File: config.mk
export PLATFORM = sky130hd
export DESIGN_NAME = ppu_vram_port_flat
export DESIGN_NICKNAME = d
export VERILOG_FILES = /design/src/rtl/ppu_vram_port_pkg.sv /design/src/rtl/ppu_vram_port_if.sv /design/src/rtl/ppu_vram_port_fifo.sv /design/src/rtl/ppu_vram_port.sv /design/src/flat_wrapper.sv
export SDC_FILE = /design/constraint.sdc
export NUM_CORES = 1
export LEC_CHECK = 0
export ABC_AREA = 0
export CAP_MARGIN = 40
export CELL_PAD_IN_SITES_DETAIL_PLACEMENT = 0
export CELL_PAD_IN_SITES_GLOBAL_PLACEMENT = 1
export CORE_MARGIN = 3
export CORE_UTILIZATION = 30
export DETAILED_ROUTE_END_ITERATION = 6
export HOLD_SLACK_MARGIN = 0.06
export PLACE_DENSITY_LB_ADDON = 0.1
export SETUP_SLACK_MARGIN = 0.5
export SLEW_MARGIN = 20
export SYNTH_ARGS = -nofsm -noshare
export SYNTH_HDL_FRONTEND = slang
export SYNTH_HIERARCHICAL = 1
export SYNTH_SLANG_ARGS = --single-unit
File: constraint.sdc
create_clock -name CLK -period 7.35 [get_ports CLK]
set_input_delay 1.47 -clock CLK [delete_from_list [all_inputs] [get_ports CLK]]
set_output_delay 1.47 -clock CLK [all_outputs]
set_load 0.02 [all_outputs]
File: src/rtl/ppu_vram_port_pkg.sv
// Shared types and constants for the PPU VRAM CPU-access port.
package ppu_pkg;

  localparam int PPU_ADDR_W = 14;

  typedef enum logic [1:0] {
    IDLE   = 2'd0,
    SETUP  = 2'd1,
    ACCESS = 2'd2
  } ppu_state_t;

  typedef struct packed {
    logic                  we;
    logic [PPU_ADDR_W-1:0] addr;
    logic [7:0]            data;
  } ppu_op_t;

  localparam logic [2:0] REG_STATUS = 3'd2;
  localparam logic [2:0] REG_SCROLL = 3'd5;
  localparam logic [2:0] REG_ADDR   = 3'd6;
  localparam logic [2:0] REG_DATA   = 3'd7;

  function automatic logic [5:0] vaddr_step(input logic inc32);
    return inc32 ? 6'd32 : 6'd1;
  endfunction

endpackage

File: src/rtl/ppu_vram_port_if.sv
// CPU register-access bus and PPU memory bus as seen by ppu_vram_port.
interface ppu_vram_port_if;
  logic        cpu_sel;
  logic        cpu_we;
  logic [2:0]  cpu_reg;
  logic [7:0]  cpu_wdata;
  logic [7:0]  cpu_rdata;
  logic        mem_owner;
  logic [15:0] mem_addr;
  logic        mem_we;
  logic [7:0]  mem_wdata;
  logic [7:0]  mem_rdata;

  modport master (
    output cpu_sel, cpu_we, cpu_reg, cpu_wdata,
    input  cpu_rdata,
    input  mem_owner, mem_addr, mem_we, mem_wdata,
    output mem_rdata
  );

  modport slave (
    input  cpu_sel, cpu_we, cpu_reg, cpu_wdata,
    output cpu_rdata,
    output mem_owner, mem_addr, mem_we, mem_wdata,
    input  mem_rdata
  );
endinterface

File: src/rtl/ppu_vram_port_fifo.sv
// Synchronous FIFO of queued $2007 operations; a push is accepted when full
// if a pop happens in the same cycle.
module ppu_op_fifo
  import ppu_pkg::*;
#(
  parameter int DEPTH = 2
) (
  input  logic    CLK,
  input  logic    RESET,
  input  logic    push,
  input  ppu_op_t push_op,
  input  logic    pop,
  output ppu_op_t head,
  output logic    full,
  output logic    empty
);

  localparam int PW = $clog2(DEPTH);

  ppu_op_t    slots [DEPTH];
  logic [PW:0] wr_ptr;
  logic [PW:0] rd_ptr;
  logic        push_ok;
  logic        pop_ok;

  assign empty   = (wr_ptr == rd_ptr);
  assign full    = (wr_ptr[PW] != rd_ptr[PW]) && (wr_ptr[PW-1:0] == rd_ptr[PW-1:0]);
  assign pop_ok  = pop && !empty;
  assign push_ok = push && (!full || pop_ok);
  assign head    = slots[rd_ptr[PW-1:0]];

  always_ff @(posedge CLK or posedge RESET) begin
    if (RESET) begin
      wr_ptr <= '0;
      rd_ptr <= '0;
    end else begin
      if (push_ok) wr_ptr <= wr_ptr + 1'b1;
      if (pop_ok)  rd_ptr <= rd_ptr + 1'b1;
    end
  end

  // Storage needs no reset; the pointers alone define validity.
  always_ff @(posedge CLK) begin
    if (push_ok) slots[wr_ptr[PW-1:0]] <= push_op;
  end

endmodule

File: src/rtl/ppu_vram_port.sv
// PPUADDR/PPUDATA programming model with a queued VRAM access port that
// yields to the renderer. Optional macro: PPU_PALETTE_DIRECT_EN.
//
//   state  | meaning
//   IDLE   | bus released to renderer; waiting for a queued op
//   SETUP  | address driven, read strobe off; aborts if renderer claims bus
//   ACCESS | data phase; always completes, pops the op
module ppu_vram_port
  import ppu_pkg::*;
#(
  parameter int FIFO_DEPTH = 2,
  parameter int ADDR_W     = PPU_ADDR_W
) (
  input  logic             CLK,
  input  logic             RESET,
  ppu_vram_port_if.slave   bus,
  input  logic             inc32,
  input  logic             render_active,
  output logic             w_toggle,
  output logic             busy,
  output logic             ovf
`ifdef PPU_PALETTE_DIRECT_EN
  ,
  output logic [4:0]       pal_addr,
  input  logic [7:0]       pal_rdata
`endif
);

  logic [ADDR_W-1:0] vaddr;
  logic [ADDR_W-1:0] op_addr;
  logic [5:0]        t_hi;
  logic [7:0]        read_buf;
  ppu_state_t        state_q;
  ppu_state_t        state_d;

  ppu_op_t head;
  ppu_op_t push_op;
  logic    fifo_full;
  logic    fifo_empty;
  logic    fifo_pop;
  logic    data_acc;
  logic    push_ok;

  assign data_acc = bus.cpu_sel && (bus.cpu_reg == REG_DATA);
  assign fifo_pop = (state_q == ACCESS);
  assign push_ok  = data_acc && (!fifo_full || fifo_pop);
  assign busy     = !fifo_empty || (state_q != IDLE);

`ifdef PPU_PALETTE_DIRECT_EN
  assign pal_addr = vaddr[4:0];
`endif

  // Palette reads refill the buffer from the nametable mirrored underneath.
  always_comb begin
    op_addr = vaddr;
`ifdef PPU_PALETTE_DIRECT_EN
    if (!bus.cpu_we && (vaddr[13:8] == 6'h3F))
      op_addr = vaddr - ADDR_W'(16'h1000);
`endif
  end

  assign push_op = '{we: bus.cpu_we, addr: PPU_ADDR_W'(op_addr), data: bus.cpu_wdata};

  always_comb begin
    bus.cpu_rdata = 8'h00;
    if (data_acc && !bus.cpu_we) begin
      bus.cpu_rdata = read_buf;
`ifdef PPU_PALETTE_DIRECT_EN
      if (vaddr[13:8] == 6'h3F) bus.cpu_rdata = pal_rdata;
`endif
    end
  end

  ppu_op_fifo #(.DEPTH(FIFO_DEPTH)) u_fifo (
    .CLK     (CLK),
    .RESET   (RESET),
    .push    (data_acc),
    .push_op (push_op),
    .pop     (fifo_pop),
    .head    (head),
    .full    (fifo_full),
    .empty   (fifo_empty)
  );

  always_ff @(posedge CLK or posedge RESET) begin
    if (RESET) begin
      vaddr    <= '0;
      t_hi     <= '0;
      w_toggle <= 1'b0;
      read_buf <= '0;
      ovf      <= 1'b0;
    end else begin
      if (bus.cpu_sel) begin
        case (bus.cpu_reg)
          REG_ADDR: if (bus.cpu_we) begin
            if (!w_toggle) t_hi  <= bus.cpu_wdata[5:0];
            else           vaddr <= ADDR_W'({t_hi, bus.cpu_wdata});
            w_toggle <= ~w_toggle;
          end
          REG_SCROLL: if (bus.cpu_we) w_toggle <= ~w_toggle;
          REG_STATUS: if (!bus.cpu_we) w_toggle <= 1'b0;
          REG_DATA: begin
            if (push_ok) vaddr <= vaddr + ADDR_W'(vaddr_step(inc32));
            else         ovf   <= 1'b1;
          end
          default: ;
        endcase
      end
      if ((state_q == ACCESS) && !head.we) read_buf <= bus.mem_rdata;
    end
  end

  always_ff @(posedge CLK or posedge RESET) begin
    if (RESET) state_q <= IDLE;
    else       state_q <= state_d;
  end

  always_comb begin
    state_d       = state_q;
    bus.mem_owner = 1'b0;
    bus.mem_addr  = 16'h0000;
    bus.mem_we    = 1'b0;
    bus.mem_wdata = 8'h00;
    case (state_q)
      IDLE: begin
        if (!fifo_empty && !render_active) state_d = SETUP;
      end
      SETUP: begin
        bus.mem_owner = 1'b1;
        bus.mem_addr  = 16'(head.addr);
        state_d       = render_active ? IDLE : ACCESS;
      end
      ACCESS: begin
        bus.mem_owner = 1'b1;
        bus.mem_addr  = 16'(head.addr);
        bus.mem_we    = head.we;
        bus.mem_wdata = head.data;
        state_d       = IDLE;
      end
      default: state_d = IDLE;
    endcase
  end

endmodule

File: src/flat_wrapper.sv
// flat-port wrapper written by rule: the top's interface ports become plain ports
module ppu_vram_port_flat import ppu_pkg::*;
#(
  parameter int FIFO_DEPTH = 2,
  parameter int ADDR_W     = PPU_ADDR_W
)
  (CLK, RESET, inc32, render_active, w_toggle, busy, ovf, bus_cpu_sel, bus_cpu_we, bus_cpu_reg, bus_cpu_wdata, bus_cpu_rdata, bus_mem_owner, bus_mem_addr, bus_mem_we, bus_mem_wdata, bus_mem_rdata);
  ppu_vram_port_if bus_i ();
  input  logic CLK;
  input  logic RESET;
  input  logic inc32;
  input  logic render_active;
  output logic w_toggle;
  output logic busy;
  output logic ovf;
  input wire logic [$bits(bus_i.cpu_sel)-1:0] bus_cpu_sel;
  input wire logic [$bits(bus_i.cpu_we)-1:0] bus_cpu_we;
  input wire logic [$bits(bus_i.cpu_reg)-1:0] bus_cpu_reg;
  input wire logic [$bits(bus_i.cpu_wdata)-1:0] bus_cpu_wdata;
  output wire logic [$bits(bus_i.cpu_rdata)-1:0] bus_cpu_rdata;
  output wire logic [$bits(bus_i.mem_owner)-1:0] bus_mem_owner;
  output wire logic [$bits(bus_i.mem_addr)-1:0] bus_mem_addr;
  output wire logic [$bits(bus_i.mem_we)-1:0] bus_mem_we;
  output wire logic [$bits(bus_i.mem_wdata)-1:0] bus_mem_wdata;
  input wire logic [$bits(bus_i.mem_rdata)-1:0] bus_mem_rdata;
  assign bus_i.cpu_sel = bus_cpu_sel;
  assign bus_i.cpu_we = bus_cpu_we;
  assign bus_i.cpu_reg = bus_cpu_reg;
  assign bus_i.cpu_wdata = bus_cpu_wdata;
  assign bus_cpu_rdata = bus_i.cpu_rdata;
  assign bus_mem_owner = bus_i.mem_owner;
  assign bus_mem_addr = bus_i.mem_addr;
  assign bus_mem_we = bus_i.mem_we;
  assign bus_mem_wdata = bus_i.mem_wdata;
  assign bus_i.mem_rdata = bus_mem_rdata;
  ppu_vram_port #(.FIFO_DEPTH(FIFO_DEPTH), .ADDR_W(ADDR_W)) u_core (.CLK(CLK), .RESET(RESET), .bus(bus_i), .inc32(inc32), .render_active(render_active), .w_toggle(w_toggle), .busy(busy), .ovf(ovf));
endmodule
After elaboration in Yosys (flattened, before gate mapping)
Memories as Yosys holds them, arrays and structs flattened.
Index checks and enable logic that the tools add are counted.
{"block": "totals", "latchBits": 0, "reg_bits": 36, "ramBits": 46, "out_inout_bits": 37, "elab_cells": 73, "mem_bits_ro": 0, "n_memories": 1, "in_bits": 25}
{"name": "u_core.u_fifo.slots", "depth": 2, "width": 23, "rd": 1, "rd_ports_with_merged_regs": 0, "write_ports": 1, "line_no": "ppu_vram_port_fifo.sv:20", "source": "ppu_op_t slots [DEPTH];"}
{"block": "classes", "bitwise_logic": 2, "magnitude_cmp": 0, "n_div": 0, "n_eq_ne": 15, "n_reduce_logical": 26, "n_mux": 18, "n_mul": 0, "shifts": 0, "n_addsub": 3}
{"operator": "14-bit 2-to-1 mux", "count": 4}
{"operator": "14-bit one-hot mux with 2 select lines", "count": 1}
{"operator": "8-bit 2-to-1 mux", "count": 2}
{"operator": "14-bit by 6-bit adder with 14-bit output", "count": 1}
{"operator": "3-bit equality test, second input constant", "count": 3}
{"operator": "1-bit logical AND", "count": 8}
{"operator": "2-bit by 1-bit != test with 1-bit output, second input constant", "count": 4}
{"operator": "4-bit AND reduction", "count": 2}
{"operator": "1-bit 2-to-1 mux", "count": 6}
{"operator": "6-bit 2-to-1 mux", "count": 1}
{"operator": "2-bit nonzero test", "count": 3}
{"operator": "1-bit zero test", "count": 5}
{"operator": "5-bit AND reduction", "count": 1}
{"operator": "2-bit by 1-bit adder with 2-bit output, second input constant", "count": 2}
{"operator": "2-bit 2-to-1 mux", "count": 2}
{"operator": "2-bit != test, second input constant", "count": 2}
{"operator": "2-bit one-hot mux with 2 select lines", "count": 1}
{"operator": "2-bit OR reduction", "count": 2}
{"operator": "3-bit by 2-bit equality test with 1-bit output, second input constant", "count": 1}
{"operator": "1-bit logical OR", "count": 3}
{"operator": "3-bit AND reduction", "count": 1}
{"operator": "2-bit by 1-bit equality test with 1-bit output, second input constant", "count": 1}
{"operator": "2-bit equality test", "count": 1}
{"operator": "2-bit equality test, second input constant", "count": 1}
{"operator": "other kinds (5)", "count": 6}

Longest topological paths before layout
Gate-level depths: netlist of run 1.
{"block": "depth", "depth_word": 7, "mapped_depth": 9, "mapped_depth_nobuf": 7}

By module
The synthesis of run 1 kept the hierarchy.
{"module": "ppu_vram_port", "area_per_inst_um2": 1951.9, "cells_each": 208, "n_inst": 1, "seq_area_each_um2": 800.8}
{"module": "ppu_op_fifo", "area_per_inst_um2": 1916.8, "cells_each": 102, "n_inst": 1, "seq_area_each_um2": 1481.4}

Least setup slack after synthesis of run 1
No wires, ideal clock.
{"block": "synth_timing", "kind": "in2out", "startpoint": "input bus_cpu_reg[0]", "endpoint": "output bus_cpu_rdata[0]", "n_path_buf": 0, "path_stages": 4, "t_arrival_ps": 2395, "t_required_ps": 5880, "slack_ps": 3485, "path_cell_list": "and3_2 and2_1 nor2b_1 and2_1"}
{"block": "synth_via", "elab_chain_len": 4}
{"element": "start: declaration", "line_no": "flat_wrapper.sv:18", "source": "input wire logic [$bits(bus_i.cpu_reg)-1:0] bus_cpu_reg;"}
{"element": "3-bit equality test", "line_no": "ppu_vram_port.sv:44", "source": "assign data_acc = bus.cpu_sel && (bus.cpu_reg == REG_DATA);"}
{"element": "1-bit logical AND", "line_no": "ppu_vram_port.sv:44"}
{"element": "named net u_core.data_acc", "line_no": "ppu_vram_port.sv:41", "source": "logic data_acc;"}
{"element": "1-bit logical AND", "line_no": "ppu_vram_port.sv:66", "source": "if (data_acc && !bus.cpu_we) begin"}
{"element": "8-bit 2-to-1 mux", "line_no": "ppu_vram_port.sv:66"}
{"element": "end: declaration", "line_no": "flat_wrapper.sv:20", "source": "output wire logic [$bits(bus_i.cpu_rdata)-1:0] bus_cpu_rdata;"}
The timed path passes the listed nets, and every way through them passes these cells.

Final worst setup path of run 1
{"block": "layout_timing", "startpoint": "input bus_cpu_reg[0]", "endpoint": "output bus_cpu_rdata[6]"}
The elaborated chain is that of the path after synthesis.

==> results.md, run 1 <==
- Dpl ws: 1.70 ns
- Num CTS Buffers: 9
- Switching Power: 0.595 mW
- Global-route usage over all layers: 12.4%
- Post-CTS Resized: 0
- Layout cells sized above 1: 16.9%
- Hold buffer count at CTS: 0
- VDD IR max: 98.0 uV
- Combinational group share of total power: 36.1%
- Warnings from Yosys: 6
- Total Power: 1.80 mW
- Placed cell areas: 4640 um2
- Main synth FF type: edfxtp_1
- Non-filler cells in the finished layout: 546
- Status: completed
- Avg Cell Area, Syn: 12.5 um2
- Most frequent cell after synthesis: edfxtp_1
- CP Cell Sequence: clkdlybuf4s50_1 > and3_2 > and2_1 > nor2b_1 > and2_1 > clkdlybuf4s50_1
- Placed cell count: 530
- PortBufs: 59
- Initial Utilization: 31.4%
- EDFF count, synth: 46
- Iteration count of the initial detailed-routing pass: 4
- DIE AREA: 14300 um2
- Finished layout cell area: 4930 um2
- Global-route wire length before repair: 13.9 mm
- DP Wirelength: 5.92 mm
- Total negative slack: 0 ns
- Synth top area cells: edfxtp_1 (36%), dfrtp_1 (23%), mux2_2 (9.0%)
- Int Power: 1.20 mW
- Filler instances: 1235
- Number of diodes: 0
- CTS Sinks: 82
- WL per Instance: 15.6 um
- Power share of the clock group: 24.2%
- Total leakage power: 1.84 nW
- Max Freq: 178 MHz
- TritonCTS clock tree: done
- Register area: 2280 um2
- Arr. time, crit path: 4.14 ns
- Vias: 2546
- CP Class: primary input to output pin
- Post-synthesis sequential area ratio: 59.0%
- Worst-margin pin slew: 0.714 ns
- Final Core Density: 40.0%
- Post-route minimum period: 5.61 ns
- Biggest cell delay along the critical path: 0.60 ns
- PD cells: 365 nW/um2
- Vias in the first global route: 2505
- # H-tree levels: 3
- Switching Share: 33.1%
- Pins over their slew limit: 0
- Footprint of the multi-input gates: 1490 um2
- Hold WC Path Type: flip-flop to flip-flop
- DRC: 0
- Crit path launch type: primary input
- Hold Slack: 0.489 ns
- FP Rows: 40
- Max stage delay cell, worst path: clkdlybuf4s50_1
- Seq pwr share: 39.7%
- Fin. Hold Viols: 0
- DRT antenna net count: 0
- Initial antenna violation count: 0
- Vias per cell: 4.66
- Initial DRC count: 112
- Max-cap violations: 0
- Setup Buffers After CTS: 0
- Core Region: 12300 um2
- Gpl congestion: 0.776
- Netlist cell types: 44
- Worst Hold Path Cells: 1
- I/O pins: 62
- Commonest cells in the netlist: edfxtp_1 (46), dfrtp_1 (36), and2_1 (32)
- Later-pin clock latency in the skew report: 0.32 ns
- Largest net degree at the start of global routing: 33
- Synth Register Bits: 82
- Die width: 120 um
- Clk slew on worst S/H paths: 0.06 ns
- Max Clock Skew: 0.00730 ns
- Worst setup EP type: output pin
- Worst-path fanout max: 31
- Fin nets: 404
- Normalized max-slew margin: 52.3%
- Period Utilization, post-route: 76.3%
- Final WS setup: 1.74 ns
- Global route overflow: 0
- WP data required: 5.88 ns
- CTS root buffer: clkbuf_16
- DRT Wirelength: 8.49 mm
- Synth top area share: 35.7%
- # setup viols final: 0
- Die height: 120 um
- Deepest clock path buffer count: 2
- Area growth, synth to finish: 27.4%
- Yosys top cell by area: edfxtp_1
- Length in cells of the worst reg-to-reg path: 6
- RSZ-0062 raised after global routing: false
- Post-synth design cell area: 3870 um2
- FFs w/ async S/R, synth: 43.9%
- Synth Instances: 310
-- flip-flops by register name (all words and copies together) (netlist names) --
signal	count
u_core/op_addr	14
u_core/ovf	1
u_core/read_buf	8
u_core/state_q	2
u_core/t_hi	6
u_core/u_fifo/rd_ptr	2
u_core/u_fifo/slots	46
u_core/u_fifo/wr_ptr	2
u_core/w_toggle	1
-- power groups by stage --
stage	combinational [mW]	clock, mW	sequential, mW
finish	0.649	0.434	0.713
global route	0.719	0.469	0.733
CTS	0.666	0.449	0.716
detailed placement	0.664	0	0.723
global placement	0.660	0	0.724
floorplan	0.444	0	0.686
-- worst max-delay path: cells and delay by family --
family / cells / cell delay, ns
buffers and inverters: 2 / 1.20
AND/OR/NAND/NOR: 4 / 1.46
-- layout make-up --
cell class	instances	share of cell area, %
Multi-Input combinational cell	208	30.1
Clock buffer	11	4.72
Tap cell	168	4.27
Sequential cell	82	46.3
Timing Repair Buffer	64	12.8
Inverter	8	0.609
Clock inverter	5	1.14
-- cells in the final DEF (no fill, tap or decap), drive strengths merged, types with 2 or more instances in the layout --
| master | netlist | routed |
|---|---|---|
| nor3 | 2 | 2 |
| nor2b | 5 | 5 |
| a21o | 3 | 3 |
| ha | 6 | 6 |
| nand3b | 2 | 2 |
| clkinv | 0 | 4 |
| clkbuf | 4 | 11 |
| a31oi | 4 | 4 |
| and2 | 32 | 32 |
| nand3 | 11 | 11 |
| nand2b | 4 | 4 |
| a21oi | 19 | 19 |
| xnor2 | 3 | 3 |
| nand2 | 20 | 20 |
| o21ai | 15 | 15 |
| conb | 1 | 2 |
| a2bb2oi | 5 | 5 |
| inv | 8 | 7 |
| nand4 | 2 | 2 |
| and3 | 5 | 5 |
| edfxtp | 46 | 46 |
| buf | 9 | 5 |
| dfrtp | 36 | 36 |
| xor2 | 2 | 2 |
| mux2 | 37 | 37 |
| o22ai | 5 | 5 |
| o32ai | 2 | 2 |
| clkdlybuf4s50 | 0 | 59 |
| nor2 | 13 | 13 |
-- per-layer routing --
metal | global-route usage (%) | up-vias | share of wire [%] | wire length [um]
li1 | - | 1250 | - | -
met1 | 17.4 | 1244 | 48 | 4110
met2 | 19.3 | 45 | 47 | 4010
met3 | 2.69 | 7 | 3.6 | 304
met4 | 3.87 | 0 | 0.86 | 73
met5 | 0 | - | 0 | 0
-- path summary, 6_finish.rpt --
| kind | startpoint | endpoint | slack, ns |
|---|---|---|---|
| max | bus_cpu_reg[0] | bus_cpu_rdata[6] | 1.74 |
| min | u_core/ovf | u_core/ovf | 0.49 |
| max in group asynchronous | RESET | u_core/op_addr[9] | 5.42 |
| min in group asynchronous | RESET | u_core/u_fifo/wr_ptr[1] | 1.39 |
| min reg2reg | u_core/ovf | u_core/ovf | 0.49 |
| max reg2reg | u_core/state_q[0] | u_core/u_fifo/slots[0][4] | 4.86 |
-- cells by family after synthesis --
logic type               Yosys count  synth area share (%)
AND/OR/NAND/NOR                  100                  14.4
flip-flops                        82                  59.0
AO/OA/AOI/OAI                     58                  9.31
multiplexers                      37                  11.4
buffers and inverters             21                  2.81
adder cells (fa/ha/maj)            6                  1.94
XOR/XNOR                           5                  1.13
other                              1                0.0969
No activity file was read; power rests on OpenSTA's default activity.
==> run 2: changes to the inputs <==
==> constraint.sdc (replaced) <==
create_clock -name CLK -period 5.8 [get_ports CLK]
set_input_delay 1.16 -clock CLK [delete_from_list [all_inputs] [get_ports CLK]]
set_output_delay 1.16 -clock CLK [all_outputs]
set_load 0.02 [all_outputs]
==> run 2 against run 1 <==
  * Hold slack improved by 0.0025 ns
  * Via count shrank 1.5%
  * Critical path depth did not move
  * Register-to-register slack worse by 1.6 ns
  * Critical endpoint is now bus_cpu_rdata[3]
==> results.md, run 2 (synthesis gave the netlist of run 1 again) <==
- PortBufs: 59
- Fin nets: 405
- Initial DRC count: 48
- Clk slew on worst S/H paths: 0.06 ns
- DRT antenna net count: 0
- Layout cells sized above 1: 16.9%
- Total leakage power: 1.84 nW
- Largest net degree at the start of global routing: 33
- DRC: 0
- Register area: 2280 um2
- Worst Hold Path Cells: 1
- Filler instances: 1215
- Die width: 120 um
- VDD IR max: 154 uV
- Arr. time, crit path: 3.39 ns
- Finished layout cell area: 4940 um2
- Hold WC Path Type: flip-flop to flip-flop
- Setup Buffers After CTS: 0
- Post-route minimum period: 4.55 ns
- Max Freq: 220 MHz
- Deepest clock path buffer count: 2
- CP Class: primary input to output pin
- Most frequent cells in the layout: clkdlybuf4s50_1 (59), edfxtp_1 (46), dfrtp_1 (36), and2_1 (32), mux2_2 (31)
- Initial Utilization: 31.4%
- Num CTS Buffers: 9
- Max stage delay cell, worst path: clkdlybuf4s50_1
- Hold Slack: 0.491 ns
- CP Cell Sequence: clkdlybuf4s50_1 > and3_2 > and2_1 > nor2b_1 > and2_1 > clkdlybuf4s50_1
- Global route overflow: 0
- Post-CTS Resized: 0
- RSZ-0062 raised after global routing: false
- # setup viols final: 0
- Commonest non-fill, non-tap cell in the layout: clkdlybuf4s50_1
- Global-route wire length before repair: 13.9 mm
- I/O pins: 62
- Pins over their slew limit: 0
- Worst setup EP type: output pin
- Status: completed
- FP Rows: 40
- Hold buffer count at CTS: 0
- Vias in the first global route: 2556
- Vias per cell: 4.59
- PD cells: 462 nW/um2
- Core Region: 12300 um2
- TritonCTS clock tree: done
- Later-pin clock latency in the skew report: 0.33 ns
- Global-route usage over all layers: 12.5%
- Period Utilization, post-route: 78.4%
- DP Wirelength: 5.92 mm
- Fin. Hold Viols: 0
- Max FFs per register: 46
- Length in cells of the worst reg-to-reg path: 8
- Vias: 2508
- Normalized max-slew margin: 51.1%
- CTS Sinks: 82
- WP data required: 4.64 ns
- Placed cell areas: 4650 um2
- Footprint of the multi-input gates: 1490 um2
- DRT Wirelength: 8.57 mm
- Max Clock Skew: 0.00828 ns
- Area growth, synth to finish: 27.6%
- Biggest cell delay along the critical path: 0.60 ns
- DIE AREA: 14300 um2
- WL per Instance: 15.7 um
- Total negative slack: 0 ns
- Worst-path fanout max: 8
- Worst-margin pin slew: 0.732 ns
- Gpl congestion: 0.787
- Max-cap violations: 0
- # H-tree levels: 3
- Iteration count of the initial detailed-routing pass: 4
- Number of diodes: 0
- Initial antenna violation count: 0
- CTS root buffer: clkbuf_16
- Die height: 120 um
- Crit path launch type: primary input
-- run 2: layout make-up --
type	count	area share (%)
inverter	8	0.608
clock buffer	11	4.71
clock inverter	5	1.14
timing repair buffer	65	13.0
sequential	82	46.2
tap	168	4.26
multi-input combinational	208	30.1
-- run 2: worst paths after layout --
check                      slack (ns)                       to                     from
hold / removal                   0.49               u_core/ovf               u_core/ovf
hold reg to reg                  0.49               u_core/ovf               u_core/ovf
setup / recovery                 1.25         bus_cpu_rdata[3]           bus_cpu_reg[0]
max in group asynchronous        4.20           u_core/t_hi[3]                    RESET
min in group asynchronous        1.07  u_core/u_fifo/rd_ptr[0]                    RESET
setup reg to reg                 3.22        u_core/op_addr[5]  u_core/u_fifo/rd_ptr[0]
-- run 2: critical path, delay by kind of cell --
| family | cells | cell delay (ns) |
|---|---|---|
| buf+inv | 2 | 1.19 |
| simple gates | 4 | 1.03 |
-- run 2: power breakdown --
group / switching [mW] / internal, mW
logic: 0.406 / 0.418
clock network: 0.217 / 0.332
registers: 0.134 / 0.773
-- run 2: per-stage QoR --
| step | instances | power (mW) | utilization [%] | setup slack [ns] |
|---|---|---|---|---|
| finish | 547 | 2.28 | 40.1 | 1.25 |
| global route | 547 | 2.43 | 40.1 | 1.06 |
| CTS | 547 | 2.32 | 40.1 | 1.21 |
| detailed placement | 531 | 1.76 | 37.7 | 1.23 |
| global placement | 530 | 1.75 | 37.7 | 1.26 |
| floorplan | 311 | 1.43 | - | 2.56 |
-- run 2: routing by layer --
metal	global-route usage (%)	part of all wire (%)
met1	17.0	49
met2	19.8	46
met3	2.54	3.4
met4	4.51	1.3
met5	0	0
==> run 3: changes to the inputs <==
==> constraint.sdc (replaced) <==
create_clock -name CLK -period 3.9 [get_ports CLK]
set_input_delay 0.78 -clock CLK [delete_from_list [all_inputs] [get_ports CLK]]
set_output_delay 0.78 -clock CLK [all_outputs]
set_load 0.02 [all_outputs]
==> run 3 against run 2 <==
  * Combinational power is 50% higher
  * Sequential power is 49% higher
  * Global-route usage about the same
  * Total power grew 51%
  * Routed wire length rose by 1.7%
  * Die area unchanged
  * Clock-buffer cell count did not move
  * Hold slack got worse by 0.021 ns
  * Largest cell class unchanged
  * Highest routed layer unchanged
==> results.md, run 3 (synthesis gave the netlist of run 1 again) <==
- DRT Wirelength: 8.71 mm
- Filler instances: 1219
- Num CTS Buffers: 9
- Worst Setup SP: bus_cpu_reg[2]
- FF-to-FF setup slack: 1.48 ns
- RSZ-0062 raised after global routing: false
- Finished layout cell area: 4970 um2
- Commonest non-fill, non-tap cell in the layout: clkdlybuf4s50_1
- WL per Instance: 15.9 um
- TritonCTS clock tree: done
- PD cells: 693 nW/um2
- Arr. time, crit path: 2.45 ns
- Initial Utilization: 31.4%
- Initial DRC count: 151
- Vias per cell: 4.66
- WP data required: 3.12 ns
- DRT antenna net count: 0
- PortBufs: 59
- CTS Sinks: 82
- Vias: 2561
- VDD IR max: 211 uV
- Switching Share: 33.3%
- I/O pins: 62
- # H-tree levels: 3
- Die width: 120 um
- Hold WC Path Type: flip-flop to flip-flop
- Die height: 120 um
- Max Freq: 310 MHz
- Total Power: 3.45 mW
- Largest net degree at the start of global routing: 33
- Global-route wire length before repair: 13.9 mm
- Pins over their slew limit: 0
- Power share of the clock group: 24.9%
- Int Power: 2.30 mW
- Hold Startpoint: u_core/ovf
- Combinational group share of total power: 36.0%
- Normalized max-slew margin: 49.7%
- Core Region: 12300 um2
- Clk slew on worst S/H paths: 0.06 ns
- CTS root buffer: clkbuf_16
- Crit path launch type: primary input
- Worst setup EP type: output pin
- Vias in the first global route: 2552
- Fin. Hold Viols: 0
- Most frequent cells in the layout: clkdlybuf4s50_1 (51), edfxtp_1 (46), dfrtp_1 (36), and2_1 (32), mux2_2 (31)
- Status: completed
- Worst-path fanout max: 8
- DIE AREA: 14300 um2
- Placed cell count: 533
- Hold buffer count at CTS: 0
- Area growth, synth to finish: 28.6%
- Layout cells sized above 1: 18.1%
- Max FFs per register: 46
- Seq pwr share: 39.1%
- Total leakage power: 1.91 nW
- Initial antenna violation count: 0
- Global route overflow: 0
- Period Utilization, post-route: 82.7%
- Iteration count of the initial detailed-routing pass: 4
- Total negative slack: 0 ns
- DP Wirelength: 5.89 mm
- Gpl congestion: 0.756
- Placed cell areas: 4670 um2
- FP Rows: 40
- Deepest clock path buffer count: 2
- DRC: 0
- Max Clock Skew: 0.0106 ns
- Non-filler cells in the finished layout: 549
- Final Core Density: 40.4%
- Number of diodes: 0
- Post-route minimum period: 3.23 ns
- Fin nets: 407
- Max-cap violations: 0
- FF-to-FF Start: u_core/state_q[0]
- Worst-margin pin slew: 0.753 ns
- # setup viols final: 0
- Later-pin clock latency in the skew report: 0.33 ns
- Switching Power: 1.15 mW
- CP Class: primary input to output pin
- Global-route usage over all layers: 12.5%
## run 3: area by class of cell
| class | count | area, um2 | area share, % |
|---|---|---|---|
| multi-input combinational | 208 | 1490 | 30.0 |
| inverter | 8 | 30.0 | 0.604 |
| clock inverter | 5 | 62.6 | 1.26 |
| tap | 168 | 210 | 4.23 |
| sequential | 82 | 2280 | 45.9 |
| timing repair buffer | 67 | 653 | 13.1 |
| clock buffer | 11 | 243 | 4.88 |
## run 3: final timing paths
path	endpoint	depth (start not counted)
hold / removal	u_core/ovf	1
hold reg to reg	u_core/ovf	1
max in group asynchronous	u_core/t_hi[3]	3
setup reg to reg	u_core/u_fifo/slots[0][8]	6
min in group asynchronous	u_core/u_fifo/wr_ptr[1]	2
setup / recovery	bus_cpu_rdata[6]	6
## run 3: power groups by stage
stage / clock network (mW) / logic (mW) / registers, mW
floorplan: 0 / 0.836 / 1.29
global placement: 0 / 1.26 / 1.36
detailed placement: 0 / 1.26 / 1.36
CTS: 0.883 / 1.27 / 1.35
global route: 0.921 / 1.37 / 1.38
finish: 0.858 / 1.24 / 1.35
## run 3: critical path, stage by stage
cell and delay [ns]:
clkdlybuf4s50_1 0.57, and3_2 0.22, and2_1 0.15, nor2b_4 0.23
and2_1 0.16, dlygate4sd2_1 0.33
## run 3: timing repair
| action | in CTS | in global routing |
|---|---|---|
| endpoints found under the setup margin | 8 | 0 |
| buffers inserted | 0 | 0 |
| resized for setup | 10 | 0 |
## run 3: through the flow
stage               hold slack (ns)  setup WS (ns)
floorplan                     0.457           1.04
global placement              0.475          0.242
detailed placement            0.472          0.186
CTS                           0.485          0.658
global route                  0.482          0.545
finish                        0.470          0.674
## run 3: per-layer routing
metal | global-route usage (%) | wire (um)
met1 | 17.0 | 4100
met2 | 19.6 | 4160
met3 | 3.53 | 373
met4 | 3.65 | 77
met5 | 0 | 0
